===== config.mk =====
export PLATFORM = sky130hd
export DESIGN_NAME = regs_wb_arb_flat
export DESIGN_NICKNAME = d
export VERILOG_FILES = /design/src/rtl/regs_wb_arb_if.sv /design/src/rtl/regs_wb_arb.sv /design/src/flat_wrapper.sv
export SDC_FILE = /design/constraint.sdc
export NUM_CORES = 1
export LEC_CHECK = 0
export CAP_MARGIN = 10
export CORE_UTILIZATION = 39
export DETAILED_ROUTE_END_ITERATION = 10
export PLACE_DENSITY_LB_ADDON = 0.3
export SLEW_MARGIN = 15
export SYNTH_ARGS = -nofsm -noshare
export SYNTH_HDL_FRONTEND = slang
export SYNTH_SLANG_ARGS = --single-unit

===== constraint.sdc =====
create_clock -name clk -period 1.6 [get_ports clk]
set_clock_uncertainty 0.2 [all_clocks]
set_input_delay 0.32 -clock clk [delete_from_list [all_inputs] [get_ports clk]]
set_output_delay 0.32 -clock clk [all_outputs]
set_load 0.005 [all_outputs]

===== src/rtl/regs_wb_arb_if.sv =====
// rtl/regs_wb_arb_if.sv - write-back request, scoreboard and regs write-port bundle
interface regs_wb_arb_if;
    logic        a_valid;
    logic [4:0]  a_addr;
    logic [31:0] a_data;
    logic        a_ready;
    logic        b_valid;
    logic [4:0]  b_addr;
    logic [31:0] b_data;
    logic        b_ready;
    logic        iss_valid;
    logic [4:0]  iss_addr;
    logic [4:0]  raddr1;
    logic [4:0]  raddr2;
    logic        hz1;
    logic        hz2;
    logic [31:0] pend;
    logic        we;
    logic [4:0]  waddr;
    logic [31:0] wdata;

    modport slave (
        input  a_valid, a_addr, a_data, b_valid, b_addr, b_data,
        input  iss_valid, iss_addr, raddr1, raddr2,
        output a_ready, b_ready, hz1, hz2, pend, we, waddr, wdata
    );

    modport master (
        output a_valid, a_addr, a_data, b_valid, b_addr, b_data,
        output iss_valid, iss_addr, raddr1, raddr2,
        input  a_ready, b_ready, hz1, hz2, pend, we, waddr, wdata
    );
endinterface


===== src/rtl/regs_wb_arb.sv =====
// rtl/regs_wb_arb.sv - write-back arbiter with B anti-starvation and pending-write scoreboard
module regs_wb_arb #(
    parameter int STARVE_LIMIT = 4,
    parameter int CNT_W        = 3
) (
    input  logic         clk,
    input  logic         rst,
    regs_wb_arb_if.slave bus
);

    localparam logic [CNT_W-1:0] SAT_VAL = CNT_W'(STARVE_LIMIT);

    logic [CNT_W-1:0] cnt_q, cnt_d;
    logic [31:0]      pend_q, pend_d;
    logic             we_q;
    logic [4:0]       waddr_q;
    logic [31:0]      wdata_q;

    logic sat;
    logic a_rdy, b_rdy;
    logic a_acc, b_acc;

    // A wins unless B has waited long enough; the two grants are mutually exclusive.
    assign sat   = (cnt_q == SAT_VAL);
    assign a_rdy = !(bus.b_valid && sat);
    assign b_rdy = !bus.a_valid || sat;
    assign a_acc = bus.a_valid && a_rdy;
    assign b_acc = bus.b_valid && b_rdy;

    assign bus.a_ready = a_rdy;
    assign bus.b_ready = b_rdy;
    assign bus.hz1     = pend_q[bus.raddr1];
    assign bus.hz2     = pend_q[bus.raddr2];
    assign bus.pend    = pend_q;
    assign bus.we      = we_q;
    assign bus.waddr   = waddr_q;
    assign bus.wdata   = wdata_q;

    always_comb begin
        cnt_d = '0;
        if (bus.b_valid && !b_rdy) begin
            cnt_d = sat ? cnt_q : cnt_q + 1'b1;
        end
    end

    // Issue is applied after the completion clear so a same-cycle reissue stays pending.
    always_comb begin
        pend_d = pend_q;
        if (b_acc) begin
            pend_d[bus.b_addr] = 1'b0;
        end
        if (bus.iss_valid && (bus.iss_addr != 5'd0)) begin
            pend_d[bus.iss_addr] = 1'b1;
        end
        pend_d[0] = 1'b0;
    end

    always_ff @(posedge clk or negedge rst) begin
        if (!rst) begin
            cnt_q   <= '0;
            pend_q  <= '0;
            we_q    <= 1'b0;
            waddr_q <= '0;
            wdata_q <= '0;
        end else begin
            cnt_q  <= cnt_d;
            pend_q <= pend_d;
            if (b_acc) begin
                we_q    <= (bus.b_addr != 5'd0);
                waddr_q <= bus.b_addr;
                wdata_q <= bus.b_data;
            end else if (a_acc) begin
                we_q    <= (bus.a_addr != 5'd0);
                waddr_q <= bus.a_addr;
                wdata_q <= bus.a_data;
            end else begin
                we_q <= 1'b0;
            end
        end
    end

endmodule


===== src/flat_wrapper.sv =====
// flat-port wrapper written by rule: the top's interface ports become plain ports
module regs_wb_arb_flat 
#(
    parameter int STARVE_LIMIT = 4,
    parameter int CNT_W        = 3
)
  (clk, rst, bus_a_valid, bus_a_addr, bus_a_data, bus_b_valid, bus_b_addr, bus_b_data, bus_iss_valid, bus_iss_addr, bus_raddr1, bus_raddr2, bus_a_ready, bus_b_ready, bus_hz1, bus_hz2, bus_pend, bus_we, bus_waddr, bus_wdata);
  regs_wb_arb_if bus_i ();
  input  logic clk;
  input  logic rst;
  input wire logic [$bits(bus_i.a_valid)-1:0] bus_a_valid;
  input wire logic [$bits(bus_i.a_addr)-1:0] bus_a_addr;
  input wire logic [$bits(bus_i.a_data)-1:0] bus_a_data;
  input wire logic [$bits(bus_i.b_valid)-1:0] bus_b_valid;
  input wire logic [$bits(bus_i.b_addr)-1:0] bus_b_addr;
  input wire logic [$bits(bus_i.b_data)-1:0] bus_b_data;
  input wire logic [$bits(bus_i.iss_valid)-1:0] bus_iss_valid;
  input wire logic [$bits(bus_i.iss_addr)-1:0] bus_iss_addr;
  input wire logic [$bits(bus_i.raddr1)-1:0] bus_raddr1;
  input wire logic [$bits(bus_i.raddr2)-1:0] bus_raddr2;
  output wire logic [$bits(bus_i.a_ready)-1:0] bus_a_ready;
  output wire logic [$bits(bus_i.b_ready)-1:0] bus_b_ready;
  output wire logic [$bits(bus_i.hz1)-1:0] bus_hz1;
  output wire logic [$bits(bus_i.hz2)-1:0] bus_hz2;
  output wire logic [$bits(bus_i.pend)-1:0] bus_pend;
  output wire logic [$bits(bus_i.we)-1:0] bus_we;
  output wire logic [$bits(bus_i.waddr)-1:0] bus_waddr;
  output wire logic [$bits(bus_i.wdata)-1:0] bus_wdata;
  assign bus_i.a_valid = bus_a_valid;
  assign bus_i.a_addr = bus_a_addr;
  assign bus_i.a_data = bus_a_data;
  assign bus_i.b_valid = bus_b_valid;
  assign bus_i.b_addr = bus_b_addr;
  assign bus_i.b_data = bus_b_data;
  assign bus_i.iss_valid = bus_iss_valid;
  assign bus_i.iss_addr = bus_iss_addr;
  assign bus_i.raddr1 = bus_raddr1;
  assign bus_i.raddr2 = bus_raddr2;
  assign bus_a_ready = bus_i.a_ready;
  assign bus_b_ready = bus_i.b_ready;
  assign bus_hz1 = bus_i.hz1;
  assign bus_hz2 = bus_i.hz2;
  assign bus_pend = bus_i.pend;
  assign bus_we = bus_i.we;
  assign bus_waddr = bus_i.waddr;
  assign bus_wdata = bus_i.wdata;
  regs_wb_arb #(.STARVE_LIMIT(STARVE_LIMIT), .CNT_W(CNT_W)) u_core (.clk(clk), .rst(rst), .bus(bus_i));
endmodule

==> results by group, run 1 <==
Finish
  • Share of cells above drive strength 1: 44.9%
  • FF+latch area: 1810 um2
  • Nets: 781
  • Area taken by multi-input logic gates: 2580 um2
  • N_diodes: 0
  • Final Util: 75.3%
  • FILL cells: 647
  • Layout area overhead: 85.5%

Global route
  • Antenna violations before repair: 0
  • Routing usage on met2: 51.9%
  • Total GRT Usage: 28.8%
  • Vias in the first global route: 4,627
  • Met1 Usage GRT: 33.0%
  • First-pass GRT wire length: 23,300 um
  • Global route hottest layer: met2
  • Met3 Use GR: 8.20%
  • Largest net degree at the start of global routing: 73
  • Grt ovf: 0

Worst hold path
  • Hold Path End: u_core.bus.we$_DFF_PN0_
  • Hold Crit Start: bus_a_valid
  • Hold path cells: 4
  • Worst min path class: in2reg

Synthesis
  • Main flop type after synthesis: dfrtp_1
  • Post-Synthesis Net Count: 517
  • Number of synthesized flops with an enable pin: 0
  • Distinct cells, synth: 34
  • Flops & latches, synth: 72
  • Leading area contributor after synthesis: dfrtp_1
  • Post-synth top cells: 84 x nor2_1, 72 x dfrtp_1, 63 x o21ai_0, 37 x mux2_2, 37 x o22ai_1
  • Top cell type's share of synthesized area: 45.0%
  • Most frequent cell after synthesis: nor2_1
  • Synthesized area per cell: 9.52 um2
  • Synth warn: 0
  • Register area share after synthesis: 45.0%
  • Area contributors post-synth: dfrtp_1 45%, mux2_2 10%, o21ai_0 7.9%
  • Mapped Area: 4010 um2
  • Async set or reset register ratio after synthesis: 100%
  • Syn Inst Count: 421

Clocking
  • CTS tree: built
  • Depth of the CTS H-tree: 3
  • Root buf cell: clkbuf_8
  • Clock Pin Slew Worst Setup and Hold Paths: 0.08 ns
  • CTS Buf Count: 9
  • CTS Buffer Depth: 2
  • Clock latency at the later pin of the worst-skew pair: 0.34 ns
  • Clock Sinks: 72

Route
  • Post-route antenna net violation count: 0
  • Total number of vias: 4,504
  • Vias/cell: 5.47
  • DRC: 0
  • Drt pass-1 iters: 4
  • WL/cell: 18.7 um
  • Total Wirelength: 15,400 um
  • DRT iter0 DRCs: 130

Die
  • Die width: 103 um
  • Core ar.: 9860 um2
  • I/O pin cnt: 168
  • Height of the die: 103 um
  • DIE AREA: 10,700 um2
  • # rows: 36
  • Initial Util: 40.6%

Power
  • Pleak: 3.17 nW
  • P per Cell Area: 857 nW/um2
  • Peak supply drop: 455 uV

Setup path
  • Startpoint types: flip-flop
  • Flop2flop setup slack: -0.23 ns
  • WP data arrival: 1.86 ns
  • Crit Path Class: reg2out
  • Setup crit end kind: primary output
  • Critical register-to-register path startpoint: u_core.cnt_q[0]$_DFFE_PN0P_
  • Reg2reg end: u_core.bus.pend[17]$_DFF_PN0_
  • R2R cell count: 10
  • CP Max Fanout: 2
  • Req. time, crit path: 1.08 ns

Placed design
  • Number of port buffers: 166
  • Routability cong.: 0.837
  • HPWL after detailed placement: 10,100 um
  • Pre-CTS WS: -1.21 ns

Outcome
  • Failing checks: setup timing
  • Outcome: complete, but fails checks

Timing
  • RSZ-0062 raised after global routing: yes
  • Final setup fails: 76
  • Slew Viols, Final: 0
  • Final Hold Vio Count: 0
  • Max Clk Rate: 419 MHz
  • Tcrit/Tclk final: 149%
  • Crit path setup slack, layout: -0.784 ns
  • Minimum clock period: 2.38 ns

Run
  • Max Cap Viol: 0
kinds of logic (layout without fill, tap and decap cells):
logic type                 after synthesis  in the layout  share of synthesized area (%)
AOI/OAI and AO/OA                      118            118                           16.7
and+or+nand+nor                        134            134                           15.5
adders and majority gates                2              2                          0.625
xor gates and xnor gates                 1              1                          0.219
DFF                                     72             72                           45.0
muxes                                   61             61                           18.3
other                                    1              1                         0.0936
buffers and inverters                   32            301                           3.65
how the worst max path moves through the flow:
stage                     slack, ns                         start  depth (start not counted)      end
final                         -0.78  u_core.bus.pend[7]$_DFF_PN0_                          6  bus_hz1
after global routing          -0.85  u_core.bus.pend[7]$_DFF_PN0_                          6  bus_hz1
after CTS                     -0.76  u_core.bus.pend[7]$_DFF_PN0_                          6  bus_hz1
after detailed placement      -1.21                 bus_raddr1[0]                          6  bus_hz1
after global placement        -1.16                 bus_raddr1[0]                          6  bus_hz1
after floorplan               -0.14                 bus_raddr1[0]                          5  bus_hz1
through the flow:
step | cells | cell area (um2) | setup TNS (ns) | hold WS, ns | power, W
2_1_floorplan | 421 | 4090 | -0.289 | -0.176 | 0.00310
3_3_place_gp | 776 | 6420 | -19.29 | 0.177 | 0.00451
3_5_place_dp | 776 | 6420 | -21.24 | 0.184 | 0.00458
4_1_cts | 820 | 7120 | -8.21 | 0.238 | 0.00615
5_1_grt | 823 | 7430 | -14.63 | 0.298 | 0.00670
6_report | 823 | 7430 | -10.63 | 0.283 | 0.00637
layout by cell type (no fill, tap or decap), types with 3 or more instances in the layout:
cell,instances
a21oi_1,6
a22oi_1,4
buf_12,8
buf_2,14
buf_4,74
buf_6,45
buf_8,4
clkbuf_8,12
clkdlybuf4s50_1,87
clkinv_2,3
dfrtp_1,65
dfrtp_2,7
dlygate4sd2_1,42
inv_2,3
mux2_2,37
mux2i_1,18
mux4_2,6
nand2_1,5
nand2b_4,4
nand3_1,11
nand3b_1,8
nand4_1,3
nor2_1,56
nor2_2,11
nor2_4,17
nor2b_1,4
o211ai_1,3
o21ai_1,33
o21ai_2,30
o22ai_1,19
o22ai_2,15
o22ai_4,3
or3b_2,4
flip-flops by register name, summed over array words and instances (netlist names):
| signal | count |
|---|---|
| u_core.cnt_q | 3 |
| u_core.bus.waddr | 5 |
| u_core.bus.pend | 31 |
| u_core.bus.we | 1 |
| u_core.bus.wdata | 32 |
layout make-up:
type                    instances  share of cell area [%]
clock buffers                  13                    2.27
clock inverters                 3                   0.202
inverters                       5                   0.253
multi-input cells             317                    34.7
flip-flops and latches         72                    24.4
well taps                     133                    2.24
repair buffers                280                    36.0
critical path, stage by stage (launching register included):
cell,delay [ns]
dfrtp_1,0.40
buf_6,0.12
mux4_2,0.47
nand2b_4,0.15
o211ai_1,0.07
nand4_1,0.14
buf_2,0.16
repair_timing:
item | CTS | global route
endpoints found under the hold margin | 72 | 0
cloned | 5 | 0
pin swaps | 43 | 24
hold buffers | 1 | 0
setup endpoints to repair | 142 | 89
gates resized for setup | 324 | 96
setup buffers | 36 | 12
report_power, final:
group	leakage, nW	switching (W)	total (W)	internal (W)
Clock	0.0992	0.000681	0.00137	0.000684
Sequential	0.847	0.000307	0.00243	0.00212
Combinational	2.23	0.000983	0.00258	0.00159
Total	3.17	0.00197	0.00637	0.00440
metal layers:
layer	up-vias	routed length, um
met5	-	0
met4	0	224
met3	21	1110
met2	175	8180
met1	2246	5860
li1	2062	-
No activity file was read; power rests on OpenSTA's default activity.
==> run 2: changes to the inputs <==
--- a/config.mk
+++ b/config.mk
@@ -6,8 +6,9 @@
 export NUM_CORES = 1
 export LEC_CHECK = 0
 export CAP_MARGIN = 10
-export CORE_UTILIZATION = 39
+export CORE_UTILIZATION = 45
 export DETAILED_ROUTE_END_ITERATION = 10
+export DONT_BUFFER_PORTS = 1
 export PLACE_DENSITY_LB_ADDON = 0.3
 export SLEW_MARGIN = 15
 export SYNTH_ARGS = -nofsm -noshare
==> run 2 against run 1 <==
The flow finishes with violations (hold timing, setup timing). Combinational power is 38% lower. Clock power is 15% higher. Core utilization is 6.3 points lower. Cell area is 19% lower. Global-route usage is 2.6 points higher. Cell count is 26% lower. Non-clock buffer count is 187 lower. First-iteration DRC count is 50% higher. Total power is 11% lower. Sequential power hardly changed. Wire length is 0.73% lower. Via count is 13% lower. Critical path type unchanged. Critical endpoint unchanged.
==> results by group, run 2 (synthesis results as in run 1) <==
Clocking
  • CTS Buffer Depth: 2 (unchanged)
  • CTS Buf Count: 9 (unchanged)
  • Depth of the CTS H-tree: 3 (unchanged)
  • Clock Sinks: 72 (unchanged)
  • Root buf cell: clkbuf_8
  • Clock latency at the later pin of the worst-skew pair: 0.35 ns (about the same)
  • Clock Pin Slew Worst Setup and Hold Paths: 0.08 ns (about the same)
  • CTS tree: built

Finish
  • Design area: 5990 um2 (-19%)
  • FF+latch area: 1800 um2 (-0.48%)
  • N_diodes: 0 (unchanged)
  • Commonest non-fill, non-tap cell in the layout: dfrtp_1
  • Share of cells above drive strength 1: 47.3% (+2.4 points)
  • Largest register FFs: 32 (unchanged)
  • Most frequent cells in the layout: 72 x dfrtp_1, 41 x dlygate4sd3_1, 37 x mux2_2
  • Area taken by multi-input logic gates: 2830 um2 (+9.9%)
  • Layout area overhead: 49.6%
  • Nets: 594 (-24%)
  • FILL cells: 595 (-8.0%)
  • Final Util: 69.1% (-6.3 points)

Setup path
  • Setup crit end kind: primary output
  • R2R cell count: 9 (-1)
  • Req. time, crit path: 1.08 ns (about the same)
  • Reg2reg end: u_core.bus.pend[29]$_DFF_PN0_
  • Crit Path Class: reg2out
  • CP Max Fanout: 3 (+1)
  • WP data arrival: 1.63 ns (-0.23 ns)
  • Startpoint types: flip-flop
  • Flop2flop setup slack: -0.23 ns (about the same)
  • Critical register-to-register path startpoint: u_core.cnt_q[1]$_DFFE_PN0P_

Outcome
  • Outcome: complete, but fails checks
  • Failing checks: hold timing, setup timing

Die
  • Height of the die: 96.4 um (-6.8%)
  • Initial Util: 46.2% (+5.6 points)
  • I/O pin cnt: 168 (unchanged)
  • DIE AREA: 9280 um2 (-13%)
  • Die width: 96.4 um (-6.8%)
  • # rows: 34 (-5.6%)
  • Core ar.: 8680 um2 (-12%)

Timing
  • Slew Viols, Final: 0 (unchanged)
  • Final setup fails: 74 (-2.6%)
  • Minimum clock period: 2.15 ns (-0.236 ns)
  • Max Clk Rate: 465 MHz (+11%)
  • Final TNS setup: -9.44 ns (+1.19 ns)
  • Crit path setup slack, layout: -0.548 ns (+0.236 ns)
  • RSZ-0062 raised after global routing: yes
  • Worst Hold Slack: -0.545 ns (-0.828 ns)
  • Final Hold Vio Count: 109 (+109)
  • Tcrit/Tclk final: 134% (-15 points)

Worst hold path
  • Worst min path class: in2async

Placed design
  • Pre-CTS WS: -0.174 ns (+1.04 ns)
  • Post-place instance area: 4340 um2 (-32%)
  • Routability cong.: 0.822 (-1.8%)
  • Number of port buffers: 0 (-100%)
  • HPWL after detailed placement: 8040 um (-21%)

Global route
  • Antenna violations before repair: 0 (unchanged)
  • Largest net degree at the start of global routing: 73 (unchanged)
  • Grt ovf: 0 (unchanged)
  • Total GRT Usage: 31.4% (+2.6 points)
  • First-pass GRT wire length: 21,100 um (-9.4%)
  • Vias in the first global route: 4,034 (-13%)

Power
  • P per Cell Area: 942 nW/um2 (+9.9%)
  • Pleak: 2.33 nW (-27%)
  • Peak supply drop: 451 uV (-0.92%)

Route
  • DRT iter0 DRCs: 195 (+50%)
  • WL/cell: 25.0 um (+34%)
  • Post-route antenna net violation count: 0 (unchanged)
  • DRC: 0 (unchanged)
  • Drt pass-1 iters: 4 (unchanged)
  • Vias/cell: 6.40 (+17%)
  • Total number of vias: 3,908 (-13%)
  • Total Wirelength: 15,300 um (-0.73%)

Run
  • Max Cap Viol: 0 (unchanged)
==> run 2: cell count changes in the layout (fill, tap and decap cells not counted), sizes merged <==
cell	before	now
buf	147	52
clkdlybuf4s50	87	0
dlygate4sd2	42	0
dlygate4sd3	1	41
clkbuf	15	10
bufinv	0	2
clkdlybuf4s15	1	0
clkinv	3	4
==> run 2: worst max-delay path by stage <==
stage | from | end | slack, ns | depth (start not counted)
6_report | u_core.bus.pend[7]$_DFF_PN0_ | bus_hz1 | -0.55 | 4
2_1_floorplan | bus_raddr1[0] | bus_hz1 | -0.14 | 5
5_1_grt | u_core.bus.pend[7]$_DFF_PN0_ | bus_hz1 | -0.61 | 4
3_3_place_gp | u_core.bus.pend[7]$_DFF_PN0_ | bus_hz2 | -0.14 | 4
3_5_place_dp | u_core.bus.pend[7]$_DFF_PN0_ | bus_hz1 | -0.17 | 4
4_1_cts | u_core.bus.pend[7]$_DFF_PN0_ | bus_hz1 | -0.56 | 4
==> run 2: what timing repair did <==
action                                  in CTS  in global routing
cloned                                       7                  0
hold endpoints to repair                   123                111
gates resized for setup                    169                 91
hold buffers                                39                  2
pin swaps                                   56                 39
setup buffers                               12                  7
endpoints found under the setup margin      70                 73
==> run 2: report_power, final <==
| part | switching [W] | internal, W |
|---|---|---|
| Sequential | 0.000339 | 0.00211 |
| Clock | 0.000708 | 0.000874 |
| Combinational | 0.000678 | 0.000933 |
==> run 2: area by class of cell <==
type,instances,share of cell area (%)
Clock buffer,10,2.13
Timing Repair Buffer,93,16.6
Sequential cell,72,30.1
Tap cell,108,2.25
Inverter,5,0.355
Clock inverter,6,1.40
Multi-Input combinational cell,317,47.2
==> run 2: through the flow <==
stage / hold slack (ns) / power, W / cells
6_report: -0.545 / 0.00564 / 611
4_1_cts: -0.551 / 0.00542 / 611
2_1_floorplan: -0.176 / 0.00310 / 421
3_5_place_dp: -0.173 / 0.00349 / 537
3_3_place_gp: -0.174 / 0.00345 / 537
5_1_grt: -0.559 / 0.00588 / 611
==> run 2: metal layers <==
layer	up-vias	wire [um]	global-route usage, %
met5	-	0	0
met4	0	504	14.0
met3	38	1390	7.98
met2	262	7790	55.1
met1	1915	5580	36.1
li1	1693	-	-
==> run 2: critical path: stages, from the launching register on <==
cell and delay (ns):
dfrtp_1 0.40, mux4_2 0.47, nand2b_4 0.14, o211ai_1 0.11, nand4_1 0.17
